## config.mk

```make
export PLATFORM = sky130hd
export DESIGN_NAME = gsim_sched
export DESIGN_NICKNAME = d
export VERILOG_FILES = /design/src/rtl/gsim_sched.sv
export SDC_FILE = /design/constraint.sdc
export NUM_CORES = 1
export LEC_CHECK = 0
export CORE_ASPECT_RATIO = 1.4
export CORE_MARGIN = 3
export CORE_UTILIZATION = 26
export CTS_CLUSTER_DIAMETER = 100
export DETAILED_ROUTE_END_ITERATION = 8
export PLACE_DENSITY = 0.84
export SYNTH_ARGS = -nofsm -noshare
export SYNTH_HDL_FRONTEND = slang
export SYNTH_SLANG_ARGS = --single-unit
export TNS_END_PERCENT = 10
```

## constraint.sdc

```tcl
create_clock -name clk -period 1.2 [get_ports clk]
set_input_delay 0.18 -clock clk [delete_from_list [all_inputs] [get_ports clk]]
set_output_delay 0.18 -clock clk [all_outputs]
set_load 0.005 [all_outputs]
```

## src/rtl/gsim_sched.sv

```systemverilog
// gsim_sched: two-requester frame scheduler in front of an iterative solver core.
// Define GSIM_SCHED_WATCHDOG_EN to build in the WAIT-state core watchdog.
module gsim_sched #(
    parameter int NUM_VAR     = 16,
    parameter int TIMEOUT_CYC = 8191,
    parameter int DATA_W      = 16
) (
    input  logic                     clk,
    input  logic                     reset,
    input  logic                     req0_valid,
    input  logic signed [DATA_W-1:0] req0_b,
    output logic                     req0_ready,
    input  logic                     req1_valid,
    input  logic signed [DATA_W-1:0] req1_b,
    output logic                     req1_ready,
    output logic                     core_in_en,
    output logic signed [DATA_W-1:0] core_b_in,
    input  logic                     core_out_valid,
    input  logic [31:0]              core_x_out,
    output logic                     core_reset,
    output logic                     res_valid,
    output logic                     res_id,
    output logic [3:0]               res_idx,
    output logic [31:0]              res_x,
    output logic                     busy,
    output logic                     err
);

    if (NUM_VAR < 1 || NUM_VAR > 16) begin : g_bad_num_var
        $error("NUM_VAR must be in 1..16");
    end
    if (TIMEOUT_CYC < 1) begin : g_bad_timeout
        $error("TIMEOUT_CYC must be positive");
    end

    typedef enum logic [1:0] {IDLE, LOAD, WAIT, DRAIN} state_t;

    localparam logic [3:0] LAST_IDX = 4'(NUM_VAR - 1);

    state_t     state, state_nxt;
    logic       grant, grant_nxt, last_served;
    logic [3:0] beat_cnt, res_cnt;
    logic       err_r;
    logic       accept, fwd, frame_done, timeout, spurious;

    assign accept     = (state == LOAD) && (grant ? req1_valid : req0_valid);
    assign fwd        = ((state == WAIT) || (state == DRAIN)) && core_out_valid;
    assign frame_done = fwd && (res_cnt == LAST_IDX);
    assign spurious   = core_out_valid && ((state == IDLE) || (state == LOAD));
    // Round-robin: on contention the requester not served last wins.
    assign grant_nxt  = (req0_valid && req1_valid) ? ~last_served : req1_valid;

`ifdef GSIM_SCHED_WATCHDOG_EN
    localparam int WD_W = $clog2(TIMEOUT_CYC + 1);
    logic [WD_W-1:0] wd_cnt;

    assign timeout = (state == WAIT) && !core_out_valid &&
                     (wd_cnt == WD_W'(TIMEOUT_CYC - 1));

    always_ff @(posedge clk or posedge reset) begin
        if (reset)
            wd_cnt <= '0;
        else if ((state == WAIT) && (state_nxt == WAIT))
            wd_cnt <= wd_cnt + 1'b1;
        else
            wd_cnt <= '0;
    end
`else
    assign timeout = 1'b0;
`endif

    always_ff @(posedge clk or posedge reset) begin
        if (reset) begin
            state       <= IDLE;
            grant       <= 1'b0;
            last_served <= 1'b1;
            beat_cnt    <= '0;
            res_cnt     <= '0;
            err_r       <= 1'b0;
        end else begin
            state <= state_nxt;
            if ((state == IDLE) && (state_nxt == LOAD))
                grant <= grant_nxt;
            if (accept)
                beat_cnt <= (beat_cnt == LAST_IDX) ? 4'd0 : beat_cnt + 4'd1;
            if (frame_done)
                res_cnt <= '0;
            else if (fwd)
                res_cnt <= res_cnt + 4'd1;
            if (frame_done || timeout)
                last_served <= grant;
            // Sticky: results outside WAIT/DRAIN, a stalled drain, or a core timeout.
            if (spurious || ((state == DRAIN) && !core_out_valid) || timeout)
                err_r <= 1'b1;
        end
    end

    always_comb begin
        state_nxt = state;
        case (state)
            IDLE:    if (req0_valid || req1_valid) state_nxt = LOAD;
            LOAD:    if (accept && (beat_cnt == LAST_IDX)) state_nxt = WAIT;
            WAIT: begin
                if (frame_done)   state_nxt = IDLE;
                else if (fwd)     state_nxt = DRAIN;
                else if (timeout) state_nxt = IDLE;
            end
            DRAIN:   if (frame_done) state_nxt = IDLE;
            default: state_nxt = IDLE;
        endcase
    end

    always_comb begin
        req0_ready = (state == LOAD) && !grant;
        req1_ready = (state == LOAD) && grant;
        core_in_en = accept;
        core_b_in  = '0;
        if (accept)
            core_b_in = grant ? req1_b : req0_b;
        res_valid  = fwd;
        res_id     = ((state == WAIT) || (state == DRAIN)) && grant;
        res_idx    = fwd ? res_cnt : 4'd0;
        res_x      = fwd ? core_x_out : 32'd0;
        busy       = (state != IDLE);
        core_reset = timeout;
        err        = err_r;
    end

endmodule

```

==> parameters.txt, run 1 <==
Parameter                              Value

Layout
  Register Area    329 µm²
  Fraction of final layout cells sized beyond drive strength 1    42.9%
  Ant. Diodes    0
  Final standard cell count with taps included and fillers excluded    370
  Layout fillers    394
  Area of the multi-input gates    870 µm²
  Area grow syn2layout    131%
  Final net count    382

Power and ir drop
  Cell Pwr Density    1770 nW/µm²
  Total power    4.94 mW
  Maximum VDD drop    0.00117 V
  Total leakage power    1.50 nW

Die
  Die Span X    63.7 µm
  Vertical extent of the die    86.8 µm
  Placeable core region    4340 µm²
  Number of I/O pins    129
  Row Count    28
  Effective utilization at floorplan    27.9%
  Overall die area    5530 µm²

STA
  Shortest clock period the worst path allows after layout    1.72 ns
  Final clock skew    0.00847 ns
  Part of the cycle the worst path needs    144%
  Number of setup violations in the final report    65
  Worst path setup slack after routing    -0.523 ns
  Hold Vio Cnt, Final    0
  Number of max-slew violations in the final report    0
  Total negative slack for setup checks    -15.87 ns
  Highest achievable clock rate    0.580 GHz
  Unrepaired setup endpoints after global routing    yes
  Worst hold margin    0.219 ns

Logic synthesis
  Simple logic cell fraction of the synthesized area    34.0%
  Synth Flop Type    sky130_fd_sc_hd__dfrtp_1
  Compound-gate portion of the synthesized area    7.02%
  Mapped Cells    151
  EDFF count, synth    0
  Synthesized-area fraction occupied by adder cells    2.06%
  Library cell occupying the most area in the post-synthesis netlist    sky130_fd_sc_hd__dfrtp_1
  Share of synthesized registers carrying an async set or reset    100%
  Largest family of logic cells by synthesized area    simple AND/OR/NAND/NOR gates
  Most frequent cell after synthesis    sky130_fd_sc_hd__and3_1
  Number of register bits inferred by synthesis    13
  Proportion of netlist area held by the largest area contributor    24.8%
  Portion of the post-synthesis area used by sequential elements    26.9%
  Distinct cell type count of the synthesized netlist    34
  Synthesized area per cell    8.03 µm²
  Post-synthesis share of cell area spent on xor and xnor gates    1.44%
  Combined area of all synthesized cells    1210 µm²
  Number of warnings reported in the yosys synthesis log    0
  Most frequent cells after synthesis    sky130_fd_sc_hd__and3_1, sky130_fd_sc_hd__nor2_1, sky130_fd_sc_hd__mux2i_1, sky130_fd_sc_hd__dfrtp_1
  Multiplexer share of the synthesized area    18.1%
  Largest cells by area after synthesis    sky130_fd_sc_hd__dfrtp_1, sky130_fd_sc_hd__and3_1, sky130_fd_sc_hd__mux2i_1, sky130_fd_sc_hd__nor2_1, sky130_fd_sc_hd__buf_6
  Synthesized netlist net count    222

Setup path
  Worst path arrival time    1.54 ns
  Critical path origin    grant
  Reg2Reg Launch Point    grant
  Max incr delay on CP    0.44 ns
  Crit end category    output pin
  Maximum fanout along the worst path    7
  Slowest cell on crit path    sky130_fd_sc_hd__dfrtp_2
  Kind of launch point of the worst setup path    flip-flop
  Critical path start-end classification    flip-flop to output pin
  WP buf/inv    3
  Cells along the critical path    mux2_4, nand2_4, buf_12, buf_8, nor2_1, buf_2
  Gate family responsible for the most delay along the worst path    flip-flops
  Required time at the worst-slack endpoint    1.02 ns

Clock network
  Clock buffer count from CTS    3
  CTS Buffer Depth    2
  # H-tree levels    1
  Clock tree from TritonCTS    done
  # clock sinks    13
  Skew-Pair Late Insertion Delay    0.25 ns
  Clock Pin Slew Worst Setup and Hold Paths    0.06 ns
  Root Buffer Master    sky130_fd_sc_hd__clkbuf_8

Global route
  Initial antenna violation count    0
  Vias in the first global route    1644
  Global-route wire length before repair    7690 µm
  Maximum number of pins on one net before global-route repair    45
  GRT Residual Overflow    0
  Overall global routing resource usage    17.2%

Placement
  Routability-driven placement congestion ratio    0.736
  Count of placed standard cells including taps    349
  Minimum setup slack after placement    -0.668 ns
  HPWL reported at the end of detailed placement    4030 µm
  Quantity of I/O buffers inserted on ports    127

Drt
  Routed Antenna Nets    0
  Number of vias per cell    4.68
  Post-route DRC    0
  Drt initial violations    82
  Routed len/inst    15.5 µm
  1st-pass router iterations    4
  Wire length reported by the detailed router    5730 µm
  Via total after detailed routing    1733

Min path
  Hold/Removal Path Class    primary input to async pin

Status
  Violated checks    setup timing
  Result of the run    complete, but fails checks

Run
  Max-capacitance violation count    0
==> cells in the final DEF (no fill, tap or decap), drive strengths merged, types with 4 or more instances in the layout <==
cell	synthesis	routed
dfrtp	12	12
nor2	19	19
nand2	5	5
and3	35	35
mux2	4	4
clkbuf	8	35
inv	7	7
clkdlybuf4s50	0	69
o21ai	5	5
mux2i	17	17
nand3	6	6
buf	7	65
==> stage by stage <==
step / util [%] / area, µm²
after floorplan: - / 1210
after global placement: 61.7 / 2680
after detailed placement: 61.7 / 2680
after CTS: 64.6 / 2810
after global routing: 64.4 / 2800
final: 64.4 / 2800
==> area by class of cell <==
cell class | instances | area share, %
clock buffer | 4 | 1.61
inverter | 7 | 0.940
multi-input combinational | 116 | 31.1
sequential | 13 | 11.8
tap | 60 | 2.68
timing repair buffer | 170 | 51.9
==> worst reg2reg max path, delay by kind of cell (launching register included) <==
kind | cells | cell delay, ns
buf+inv | 3 | 0.34
simple gates | 1 | 0.10
mux | 2 | 0.62
flops | 1 | 0.44
==> routing by layer <==
layer / GRT usage [%] / up-vias / part of all wire [%]
li1: - / 844 / -
met1: 17.8 / 802 / 37
met2: 33.5 / 70 / 55
met3: 3.50 / 17 / 5.7
met4: 6.29 / 0 / 2.8
met5: 0 / - / 0
==> cell families (layout without fill, tap and decap cells) <==
logic type,count (synthesis),count (layout)
and+or+nand+nor,76,76
buffers and inverters,22,181
muxes,21,21
AOI/OAI and AO/OA,14,14
DFF,13,13
adders and majority gates,2,2
xor gates and xnor gates,2,2
other,1,1
==> what timing repair did <==
item,in CTS,in global routing
setup endpoints to repair,70,69
resized for setup,145,86
gates cloned,1,3
hold buffers,0,0
buffers inserted,4,10
pin swaps,4,4
==> flip-flops by register name, indices dropped and copies added, names as in the netlist <==
register / count
beat_cnt: 4
err: 1
grant: 1
last_served: 1
res_cnt: 4
state: 2
==> worst paths after layout <==
kind / endpoint / slack (ns) / cells past startpoint
worst min-delay path: state[0] / 0.22 / 3
worst max-delay path: core_b_in[6] / -0.52 / 6
min in group clk: err / 0.47 / 2
worst max register to register: beat_cnt[1] / -0.41 / 6
worst min register to register: err / 0.47 / 2
max in group asynchronous: last_served / 0.73 / 3
==> power by group <==
part	switching (mW)	internal, mW	leakage, nW
clock	0.176	0.235	0.0228
combinational	1.58	2.16	1.33
sequential	0.170	0.628	0.149
(Power assumes the default switching activity.)
==> inputs of run 2 (changes only) <==
--- a/config.mk
+++ b/config.mk
@@ -5,12 +5,14 @@
 export SDC_FILE = /design/constraint.sdc
 export NUM_CORES = 1
 export LEC_CHECK = 0
+export CAP_MARGIN = 20
 export CORE_ASPECT_RATIO = 1.4
 export CORE_MARGIN = 3
 export CORE_UTILIZATION = 26
 export CTS_CLUSTER_DIAMETER = 100
 export DETAILED_ROUTE_END_ITERATION = 8
 export PLACE_DENSITY = 0.84
+export SLEW_MARGIN = 0
 export SYNTH_ARGS = -nofsm -noshare
 export SYNTH_HDL_FRONTEND = slang
 export SYNTH_SLANG_ARGS = --single-unit
==> results of run 2 <==
No change in the layout: final DEF, timing and power equal those of run 1.
